==> src/rtl/row_fetch_arbiter.sv <==
// Round-robin row-fetch arbiter: serves X/Y search channels from one row memory.
// Optional FETCH_WATCHDOG_EN aborts a WAIT that exceeds WD_LIMIT cycles and pulses FetchError.
module row_fetch_arbiter #(
    parameter int ADDR_W   = 6,
    parameter int ROWS     = 64,
    parameter int WD_LIMIT = 16
) (
    input  logic              clock,
    input  logic              reset,
    input  logic              ReqX,
    input  logic              ReqY,
    input  logic              ClearRows,
    input  logic              MemAck,
    output logic              MemRd,
    output logic [ADDR_W-1:0] MemAddr,
    output logic              RowValidX,
    output logic              RowValidY,
    output logic              RowWrapX,
    output logic              RowWrapY,
    output logic              Busy,
    output logic              FetchError
);

    localparam logic [1:0] IDLE  = 2'd0;
    localparam logic [1:0] ISSUE = 2'd1;
    localparam logic [1:0] WAIT  = 2'd2;
    localparam logic [1:0] DONE  = 2'd3;

    localparam logic [ADDR_W-1:0] LAST_ROW = ADDR_W'(ROWS - 1);

    if (ROWS < 2 || ROWS > (1 << ADDR_W)) begin : g_bad_rows
        $error("ROWS must lie in 2..2**ADDR_W");
    end
    if (WD_LIMIT < 1) begin : g_bad_wd
        $error("WD_LIMIT must be at least 1");
    end

    logic [1:0]        r_state;
    logic              r_owner;     // 0 = X, 1 = Y
    logic              r_last;      // channel served most recently
    logic [ADDR_W-1:0] r_cnt_x;
    logic [ADDR_W-1:0] r_cnt_y;
    logic [ADDR_W-1:0] r_addr;

    logic              w_grant_y;
    logic [ADDR_W-1:0] w_owner_cnt;
    logic              w_done;
    logic              w_wrap;
    logic [ADDR_W-1:0] w_owner_next;

    // With both requesting, the channel not served last wins.
    assign w_grant_y    = (ReqX && ReqY) ? ~r_last : ReqY;
    assign w_owner_cnt  = r_owner ? r_cnt_y : r_cnt_x;
    assign w_done       = (r_state == DONE);
    assign w_wrap       = w_done && !ClearRows && (w_owner_cnt == LAST_ROW);
    assign w_owner_next = (w_owner_cnt == LAST_ROW) ? '0 : w_owner_cnt + 1'b1;

`ifdef FETCH_WATCHDOG_EN
    localparam int            WD_W    = (WD_LIMIT > 1) ? $clog2(WD_LIMIT) : 1;
    localparam logic [WD_W-1:0] WD_LAST = WD_W'(WD_LIMIT - 1);

    logic [WD_W-1:0] r_wd_cnt;
    logic            r_fetch_err;
`endif

    always_ff @(posedge clock) begin
        if (reset) begin
            r_state <= IDLE;
            r_owner <= 1'b0;
            r_last  <= 1'b1;
            r_cnt_x <= '0;
            r_cnt_y <= '0;
            r_addr  <= '0;
`ifdef FETCH_WATCHDOG_EN
            r_wd_cnt    <= '0;
            r_fetch_err <= 1'b0;
`endif
        end else begin
`ifdef FETCH_WATCHDOG_EN
            r_fetch_err <= 1'b0;
`endif
            case (r_state)
                IDLE: begin
                    if (ReqX || ReqY) begin
                        r_owner <= w_grant_y;
                        r_state <= ISSUE;
                    end
                end
                ISSUE: begin
                    r_addr  <= w_owner_cnt;
                    r_state <= WAIT;
`ifdef FETCH_WATCHDOG_EN
                    r_wd_cnt <= '0;
`endif
                end
                WAIT: begin
                    if (MemAck) begin
                        r_state <= DONE;
`ifdef FETCH_WATCHDOG_EN
                    end else if (r_wd_cnt == WD_LAST) begin
                        r_fetch_err <= 1'b1;
                        r_last      <= r_owner;
                        r_state     <= IDLE;
                    end else begin
                        r_wd_cnt <= r_wd_cnt + 1'b1;
`endif
                    end
                end
                DONE: begin
                    if (r_owner) r_cnt_y <= w_owner_next;
                    else         r_cnt_x <= w_owner_next;
                    r_last  <= r_owner;
                    r_state <= IDLE;
                end
                default: r_state <= IDLE;
            endcase
            // NOTE: the later non-blocking assignment wins, so a matrix change
            // overrides the DONE increment without extra priority logic.
            if (ClearRows) begin
                r_cnt_x <= '0;
                r_cnt_y <= '0;
            end
        end
    end

    assign Busy      = (r_state != IDLE);
    assign MemRd     = (r_state == ISSUE);
    assign MemAddr   = (r_state == IDLE)  ? '0 :
                       (r_state == ISSUE) ? w_owner_cnt : r_addr;
    assign RowValidX = w_done && !r_owner;
    assign RowValidY = w_done &&  r_owner;
    assign RowWrapX  = w_wrap && !r_owner;
    assign RowWrapY  = w_wrap &&  r_owner;

`ifdef FETCH_WATCHDOG_EN
    assign FetchError = r_fetch_err;
`else
    assign FetchError = 1'b0;
`endif

endmodule

==> config.mk <==
export PLATFORM = sky130hd
export DESIGN_NAME = row_fetch_arbiter
export DESIGN_NICKNAME = d
export VERILOG_FILES = /design/src/rtl/row_fetch_arbiter.sv
export SDC_FILE = /design/constraint.sdc
export NUM_CORES = 1
export LEC_CHECK = 0
export CAP_MARGIN = 25
export CORE_AREA = 2 2 55 44
export CTS_BUF_LIST = sky130_fd_sc_hd__clkbuf_2 sky130_fd_sc_hd__clkbuf_4 sky130_fd_sc_hd__clkbuf_8
export CTS_CLUSTER_SIZE = 10
export DETAILED_ROUTE_END_ITERATION = 12
export DIE_AREA = 0 0 57 46
export GPL_ROUTABILITY_DRIVEN = 0
export GPL_TIMING_DRIVEN = 1
export PLACE_DENSITY = 0.86
export SYNTH_ARGS = -nofsm -noshare
export SYNTH_HDL_FRONTEND = slang
export SYNTH_SLANG_ARGS = --single-unit
==> constraint.sdc <==
create_clock -name clock -period 4 [get_ports clock]
set_clock_uncertainty 0.1 [all_clocks]
set_input_delay 0.8 -clock clock [delete_from_list [all_inputs] [get_ports clock]]
set_output_delay 0.8 -clock clock [all_outputs]
set_load 0.01 [all_outputs]
==> metrics.md, run 1 <==
| Metric | Value |
|---|---|
| Clock power frac | 19.6% |
| Maxcap violations | 0 |
| Path depth of the worst reg2reg path | 6 |
| Yosys warning count | 0 |
| Cell internal pwr | 0.409 mW |
| First-pass GRT wire length | 3770 um |
| Startpoint Class | flop |
| DR WL/cell | 13.3 um |
| Req. time, crit path | 3.10 ns |
| I/O Buffers | 17 |
| CTS max path bufs | 2 |
| Outcome | completed |
| DRT Pass-1 Iters | 4 |
| Worst vdd ir | 341 uV |
| Worst Path Max Fanout | 6 |
| Via Count | between 900 and 1,000 |
| # setup viols final | 0 |
| CTS H-tree lvls | 1 |
| Initial core utilization | between 50% and 60% |
| TritonCTS buffer count | 3 |
| Post-layout net count | 169 |
| Share of post-route cells with drive strength above 1 | 8.97% |
| Area share of the largest cell type after synthesis | 37.1% |
| IO Count | 19 |
| Pin count of the biggest net entering global routing | 16 |
| EDFF count, synth | 0 |
| Syn_nets | 154 |
| Clock transition at the registers of the reported paths | 0.12 ns |
| Min-Delay Endpoint | r_cnt_y[1] |
| Total power draw | 0.615 mW |
| Minimum clock period | 3.07 ns |
| Register bit total from synthesis | 22 |
| Synthesis-to-layout area growth | 16.1% |
| TritonCTS Sinks | 22 |
| Post-DRT Antenna Nets | 0 |
| Mean post-synth cell area | 8.35 sq um |
| Root buf cell | clkbuf_4 |
| Psw | 0.206 mW |
| Max Fclk | 326 MHz |
| RSZ-0062 raised after global routing | no |
| Final worst-path cycle share | 76.8% |
| Top post-synthesis cells by area | dfxtp_1 37%, nor2_1 7.3%, ha_1 6.3% |
| Worst-skew pair later-pin latency | 0.31 ns |
| Reg power frac | 42.4% |
| Chip width | 57 um |
| Ys flop type | dfxtp_1 |
| Post-synth top area cell | dfxtp_1 |
| Count of final hold-check violations | 0 |
| Die span in y | between 40 and 50 um |
| # resized after CTS | 0 |
| Max-slew violation count | 0 |
| CTS Hold Buffers Added | 0 |
| Critical Path End Type | output port |
| HPWL Detailed | 1850 um |
| Post-Syn Area | 0.00119 sq mm |
| # rows | 15 |
| CP arrival | 2.17 ns |
| Initial antenna violation count | 0 |
| Vias in the first global route | 863 |
| Number of distinct library cells after synthesis | 37 |
| Routed WL | 2410 um |
| Setup TNS Final | 0 ns |
| CTS tree | done |
| DRT iter0 DRCs | 27 |
| Cell Pwr Density | 446 mW/mm^2 |
| GRT Util Overall | 19.3% |
| Hold Path Depth | 2 |
| Pleak | 0.571 nW |
| Setup Crit Path Kind | flop to output port |
| DRC Markers | 0 |
| Worst min path class | flop to flop |
| Gr ovfl total | 0 |
| R2R Path Start | r_owner |
| Worst Hold Launch | r_cnt_y[1] |
| Syn Inst Count | 142 |
| Switching portion of total power | 33.5% |
| Comb pwr share | a little under two fifths |
| Setup bufs post-CTS | 0 |
| Sequential area share after synthesis | about 37% |
| Reg2reg end | r_cnt_y[5] |
| Flop2flop setup slack | 2.15 ns |
| Vias/cell | 5.45 |
| Die Area | approximately 0.0026 sq mm |
| Layout fillers | 188 |
| Diodes inserted | 0 |
| Async S/R FF share, synth | 0% |
| Core Footprint | roughly 0.0021 sq mm |
-- flip-flops by register name, indices dropped and copies added (netlist names) --
signal,flops
r_last,1
r_cnt_y,6
r_cnt_x,6
r_state,2
r_owner,1
r_addr,6
-- how the worst max path moves through the flow --
stage / start / to
3_3_place_gp: ClearRows / RowWrapX
4_1_cts: r_cnt_x[0] / RowWrapY
2_1_floorplan: r_owner / RowWrapX
3_5_place_dp: ClearRows / RowWrapY
6_report: r_cnt_x[0] / RowWrapY
5_1_grt: r_cnt_x[0] / RowWrapX
-- layout make-up --
class                      instances  area, sq um  share of cell area (%)
sequential                        22          440                    32.0
timing repair buffer              18          178                    12.9
clock buffer                       4         36.3                    2.63
tap                               25         31.3                    2.27
multi-input combinational        104          662                    48.0
inverter                           8         30.0                    2.18
-- through the flow --
stage	cell area [sq um]	worst slack, ns	instances	utilization [%]	hold slack [ns]
after global placement	1340	1.12	177	62.7	0.354
after CTS	1380	0.926	181	64.4	0.387
final	1380	0.929	181	64.4	0.387
after detailed placement	1340	1.08	177	62.7	0.368
after global routing	1380	0.778	181	64.4	0.406
after floorplan	1190	1.63	142	-	0.337
-- power by group through the flow --
stage                     Sequential [mW]  Combinational, mW  Clock, mW
after floorplan                     0.259              0.164          0
after global placement              0.262              0.228          0
after detailed placement            0.266              0.234          0
after CTS                           0.261              0.237      0.124
after global routing                0.264              0.258      0.137
final                               0.260              0.234      0.120
-- logic make-up after synthesis --
family	Yosys count	share of synthesized area (%)
buffers and inverters	16	7.07
DFF	22	37.1
xor gates and xnor gates	4	2.95
muxes	11	9.70
and+or+nand+nor	63	26.2
other	1	0.316
AOI/OAI and AO/OA	19	10.3
adders and majority gates	6	6.33
-- layout by cell type, fill, tap and decap left out, types with 2 or more instances in the layout --
cell type,synthesis,routed
nor3_1,4,4
a31oi_1,2,2
dfxtp_1,22,22
xor2_1,4,4
nand3_1,4,4
nand4_1,3,3
o31ai_1,2,2
inv_1,8,8
a21oi_1,7,7
nand2_1,18,18
mux2_2,4,4
clkdlybuf4s50_1,0,17
mux2i_1,7,7
ha_1,6,6
nor2_1,23,23
o21ai_0,3,3
clkbuf_4,0,3
-- Yosys cell counts (2+ instances only) --
cell type / count
a21oi_1: 7
a31oi_1: 2
buf_2: 2
clkbuf_1: 3
dfxtp_1: 22
ha_1: 6
inv_1: 8
mux2_2: 4
mux2i_1: 7
nand2_1: 18
nand3_1: 4
nand4_1: 3
nor2_1: 23
nor3_1: 4
o21ai_0: 3
o31ai_1: 2
xor2_1: 4
-- metal layers --
| metal | vias up | GRT usage, % | share of wire (%) |
|---|---|---|---|
| met5 | - | 0 | 0 |
| met4 | 0 | 6.98 | 1.4 |
| met3 | 4 | 6.53 | 6.1 |
| met2 | 31 | 32.0 | 44 |
| met1 | 444 | 23.9 | 49 |
| li1 | 507 | - | - |
-- critical path, cell delays in order, from the launching register on --
cell and delay, ns:
dfxtp_1 0.43, mux2_2 0.21, ha_1 0.28, o211ai_2 0.21, nor3_1 0.17, clkdlybuf4s50_1 0.56
(Power assumes the default switching activity.)
==> run 2: changes to the inputs <==
--- a/config.mk
+++ b/config.mk
@@ -6,14 +6,14 @@
 export NUM_CORES = 1
 export LEC_CHECK = 0
 export CAP_MARGIN = 25
-export CORE_AREA = 2 2 55 44
+export CORE_AREA = 2 2 58 46
 export CTS_BUF_LIST = sky130_fd_sc_hd__clkbuf_2 sky130_fd_sc_hd__clkbuf_4 sky130_fd_sc_hd__clkbuf_8
 export CTS_CLUSTER_SIZE = 10
 export DETAILED_ROUTE_END_ITERATION = 12
-export DIE_AREA = 0 0 57 46
+export DIE_AREA = 0 0 60 48
 export GPL_ROUTABILITY_DRIVEN = 0
 export GPL_TIMING_DRIVEN = 1
-export PLACE_DENSITY = 0.86
+export PLACE_DENSITY = 0.78
 export SYNTH_ARGS = -nofsm -noshare
 export SYNTH_HDL_FRONTEND = slang
 export SYNTH_SLANG_ARGS = --single-unit
==> constraint.sdc (replaced) <==
create_clock -name clock -period 3.2 [get_ports clock]
set_clock_uncertainty 0.1 [all_clocks]
set_input_delay 0.64 -clock clock [delete_from_list [all_inputs] [get_ports clock]]
set_output_delay 0.64 -clock clock [all_outputs]
set_load 0.01 [all_outputs]
==> metrics.md, run 2 (synthesized netlist as in run 1, its figures left out) <==
| Metric | Value |
|---|---|
| Outcome | completed |
| Path depth of the worst reg2reg path | 6 |
| Clock transition at the registers of the reported paths | between 0.1 and 0.15 ns |
| Worst path cell trace | mux2_2 -> ha_1 -> o211ai_2 -> nor3_1 -> clkdlybuf4s50_1 |
| Cell Pwr Density | 591 mW/mm^2 |
| CTS max path bufs | 2 |
| Placed cells | around 190 |
| Startpoint Class | flop |
| Hold Path Depth | 2 |
| DRC Markers | 0 |
| CTS Hold Buffers Added | 0 |
| Layout fillers | between 150 and 200 |
| Routed WL | 2410 um |
| Synthesis-to-layout area growth | 18.5% |
| Setup TNS Final | 0 ns |
| RSZ-0062 raised after global routing | no |
| Top Registers | r_addr: 6 flops, r_cnt_x: 6 flops, r_cnt_y: 6 flops |
| Worst-skew pair later-pin latency | 0.32 ns |
| Die span in y | ~48 um |
| DR WL/cell | about 13 um |
| CP delay by family, top | buffers and inverters |
| Maxcap violations | 0 |
| Worst vdd ir | between 400 and 500 uV |
| Setup Crit Path Kind | flop to output port |
| HPWL Detailed | 1810 um |
| DRT Pass-1 Iters | 4 |
| Req. time, crit path | between 2 and 2.5 ns |
| Commonest non-fill, non-tap cell in the layout | nor2_1 |
| Worst min path class | flop to flop |
| Critical Path End Type | output port |
| Setup bufs post-CTS | 0 |
| # rows | 15 |
| Vias/cell | 5.30 |
| Max Fclk | 336 MHz |
| CP max stage cell | clkdlybuf4s50_1 |
| TritonCTS Sinks | 22 |
| Die Area | 0.00288 sq mm |
| Worst Path Max Fanout | 7 |
| Final worst-path cycle share | 93.1% |
| CP arrival | between 2 and 2.5 ns |
| Post-DRT Antenna Nets | 0 |
| CTS tree | done |
| First-pass GRT wire length | 4250 um |
| CP bufs+invs | 1 |
| TritonCTS buffer count | 3 |
| # resized after CTS | 0 |
| Chip width | 60 um |
| Count of final hold-check violations | 0 |
| Core Footprint | roughly 0.0023 sq mm |
| Commonest cells after routing, fill and taps aside | 23 x nor2_1, 22 x dfxtp_1, 18 x nand2_1 |
| Vias in the first global route | 954 |
| CTS H-tree lvls | 1 |
| I/O Buffers | 17 |
| Share of post-route cells with drive strength above 1 | 8.97% |
| Root buf cell | clkbuf_4 |
| Post-layout net count | ~170 |
| Initial core utilization | a little over half |
| Pleak | between 0.5 and 0.6 nW |
| IO Count | 19 |
| DRT iter0 DRCs | 65 |
| Fin cells | 190 |
| Gr ovfl total | 0 |
| Crit-path max cell delay | 0.56 ns |
| GRT Util Overall | 20.4% |
| Initial antenna violation count | 0 |
| Diodes inserted | 0 |
| Critical Path Stages | 5 |
| # setup viols final | 0 |
| Via Count | 1,007 |
| Max-slew violation count | 0 |
| Pin count of the biggest net entering global routing | 14 |
| Minimum clock period | 2.98 ns |
run 2: changes by cell type in the layout (fill, tap and decap cells not counted), sizes merged:
cell | before | now
bufinv | 0 | 1
clkbuf | 4 | 3
run 2: routing by layer:
metal | up-vias | part of all wire, % | global-route usage, %
li1 | 507 | - | -
met1 | 464 | 48 | 25.4
met2 | 32 | 45 | 33.7
met3 | 4 | 5.8 | 6.22
met4 | 0 | 1.2 | 7.56
met5 | - | 0 | 0
run 2: per-stage QoR:
stage                     hold slack [ns]  area (sq um)  setup slack (ns)  power, mW  util (%)
after floorplan                     0.337          1190             0.993      0.529         -
after global routing                0.405          1410            0.0665      0.894      61.9
after detailed placement            0.365          1350             0.584      0.623      59.6
after global placement              0.351          1350             0.633      0.615      59.6
after CTS                           0.389          1410             0.215      0.835      61.9
final                               0.386          1410             0.222      0.830      61.9
run 2: final cells by class:
type,count,area [sq um],share of cell area [%]
multi-input combinational,104,662,47.1
sequential,22,440,31.3
timing repair buffer,18,178,12.6
tap,34,42.5,3.03
clock inverter,1,30.0,2.14
inverter,8,30.0,2.14
clock buffer,3,22.5,1.60
run 2: where the power goes:
group / internal, mW / switching, mW / leakage (nW) / total, mW
clock network: 0.127 / 0.0869 / 0.0279 / 0.214
registers: 0.305 / 0.0217 / 0.178 / 0.326
logic: 0.137 / 0.154 / 0.371 / 0.290
total: 0.568 / 0.262 / 0.578 / 0.830
run 2: worst paths after layout:
check | slack, ns | end | start
max reg2reg | 1.29 | r_cnt_y[5] | r_owner
min | 0.39 | r_last | r_last
max | 0.22 | RowWrapY | r_owner
min reg2reg | 0.39 | r_last | r_last
run 2: worst min-delay path, delay by kind of cell (launching register included):
| family | cells | cell delay, ns |
|---|---|---|
| compound gates | 1 | 0.06 |
| flops | 1 | 0.35 |
| simple gates | 1 | 0.05 |
==> run 3: changes to the inputs <==
--- a/config.mk
+++ b/config.mk
@@ -7,13 +7,14 @@
 export LEC_CHECK = 0
 export CAP_MARGIN = 25
 export CORE_AREA = 2 2 58 46
-export CTS_BUF_LIST = sky130_fd_sc_hd__clkbuf_2 sky130_fd_sc_hd__clkbuf_4 sky130_fd_sc_hd__clkbuf_8
+export CTS_BUF_LIST = sky130_fd_sc_hd__clkbuf_8
 export CTS_CLUSTER_SIZE = 10
 export DETAILED_ROUTE_END_ITERATION = 12
 export DIE_AREA = 0 0 60 48
 export GPL_ROUTABILITY_DRIVEN = 0
 export GPL_TIMING_DRIVEN = 1
 export PLACE_DENSITY = 0.78
+export REMOVE_ABC_BUFFERS = 1
 export SYNTH_ARGS = -nofsm -noshare
 export SYNTH_HDL_FRONTEND = slang
 export SYNTH_SLANG_ARGS = --single-unit
==> metrics.md, run 3 (synthesized netlist as in run 1, its figures left out) <==
| Metric | Value |
|---|---|
| Outcome | completed |
| I/O Buffers | 17 |
| DRC Markers | 0 |
| First-pass GRT wire length | 3910 um |
| Met2 WL | just over 1000 um |
| Req. time, crit path | about 2.5 ns |
| Worst vdd ir | 374 uV |
| Minimum clock period | 2.84 ns |
| Met1 wire length | 1190 um |
| Worst min path class | flop to flop |
| Worst setup margin | between 0.3 and 0.4 ns |
| DRT iter0 DRCs | 40 |
| Clock transition at the registers of the reported paths | approximately 0.080 ns |
| # resized after CTS | 0 |
| Vias in the first global route | 875 |
| IO Count | 19 |
| Chip width | 60 um |
| CP arrival | 2.10 ns |
| Max-slew violation count | 0 |
| RSZ-0062 raised after global routing | no |
| DR WL/cell | 12.4 um |
| Worst Setup SP | r_cnt_x[0] |
| # rows | 15 |
| Wire length on met3 | approximately 130 um |
| Post-DRT Antenna Nets | 0 |
| Total power draw | 0.817 mW |
| Commonest non-fill, non-tap cell in the layout | nor2_1 |
| Worst Path Max Fanout | 6 |
| Setup TNS Final | 0 ns |
| Worst-skew pair later-pin latency | 0.27 ns |
| Diodes inserted | 0 |
| Setup bufs post-CTS | 0 |
| Share of post-route cells with drive strength above 1 | 9.55% |
| Core Footprint | 0.00227 sq mm |
| Setup Crit Path Kind | flop to output port |
| Die Area | 0.00288 sq mm |
| Root buf cell | clkbuf_8 |
| Post-layout net count | 170 |
| Via Count | 999 |
| Gr ovfl total | 0 |
| Pleak | a little under 0.6 nW |
| # setup viols final | 0 |
| CTS tree | done |
| CTS H-tree lvls | 1 |
| DRT Pass-1 Iters | 4 |
| Commonest cells after routing, fill and taps aside | 23 x nor2_1, 22 x dfxtp_1, 18 x nand2_1 |
| Count of final hold-check violations | 0 |
| R2R Path Start | r_owner |
| Pin count of the biggest net entering global routing | 16 |
| Startpoint Class | flop |
| Synthesis-to-layout area growth | 19.3% |
| Dpl ws | 0.538 ns |
| Cell Pwr Density | 577 mW/mm^2 |
| Die span in y | 48 um |
| Hold Path Depth | 2 |
| Worst Hold Launch | r_last |
| TritonCTS Sinks | 22 |
| GRT Util Overall | 18.7% |
| CTS max path bufs | 2 |
| Vias/cell | around 5.2 |
| CTS Hold Buffers Added | 0 |
| Maxcap violations | 0 |
| HPWL Detailed | 1770 um |
| Top Registers | r_addr: 6 flops, r_cnt_x: 6 flops, r_cnt_y: 6 flops |
| Initial antenna violation count | 0 |
| Final core occ | approximately 62% |
| Critical Path End Type | output port |
| TritonCTS buffer count | 3 |
| Max Fclk | 352 MHz |
| Path depth of the worst reg2reg path | 6 |
| Routed WL | around 2400 um |
| Final worst-path cycle share | about nine tenths |
| Highest routed layer | met4 |
| Initial core utilization | between 50% and 60% |
==> run 3: cell types whose count changed in the layout (fill, tap and decap cells not counted) <==
cell,previous run,this run
buf_4,1,2
clkbuf_8,0,4
bufinv_16,1,0
clkbuf_4,3,0
==> run 3: worst paths after layout <==
check | endpoint | slack, ns
worst max-delay path | RowWrapX | 0.36
worst max register to register | r_cnt_x[5] | 1.47
worst min-delay path | r_last | 0.38
worst min register to register | r_last | 0.38
==> run 3: layout make-up <==
type | instances | area [sq um]
fill | 187 | 856
sequential | 22 | 440
multi-input combinational | 104 | 662
clock buffer | 4 | 55.1
timing repair buffer | 19 | 185
inverter | 8 | 30.0
tap | 34 | 42.5
==> run 3: power breakdown <==
group / internal, mW / switching, mW
Sequential: 0.304 / 0.0184
Clock: 0.110 / 0.0909
Combinational: 0.138 / 0.155
Total: 0.552 / 0.264
==> run 3: routing by layer <==
| metal | GRT usage (%) | up-vias |
|---|---|---|
| met5 | 0 | - |
| met4 | 6.22 | 0 |
| met3 | 5.68 | 10 |
| met2 | 28.5 | 31 |
| met1 | 25.4 | 451 |
| li1 | - | 507 |
==> run 3: per-stage QoR <==
step           instance area, sq um  std cells  hold WS (ns)
6_report                       1420        191         0.379
5_1_grt                        1420        191         0.405
4_1_cts                        1420        191         0.378
3_5_place_dp                   1360        187         0.356
3_3_place_gp                   1360        187         0.350
2_1_floorplan                  1130        134         0.330
==> run 3: critical path, cell delays in order (launching register included) <==
cell,delay [ns]
dfxtp_1,0.41
mux2_2,0.20
ha_1,0.28
o211ai_2,0.20
nor3_1,0.16
clkdlybuf4s50_1,0.58
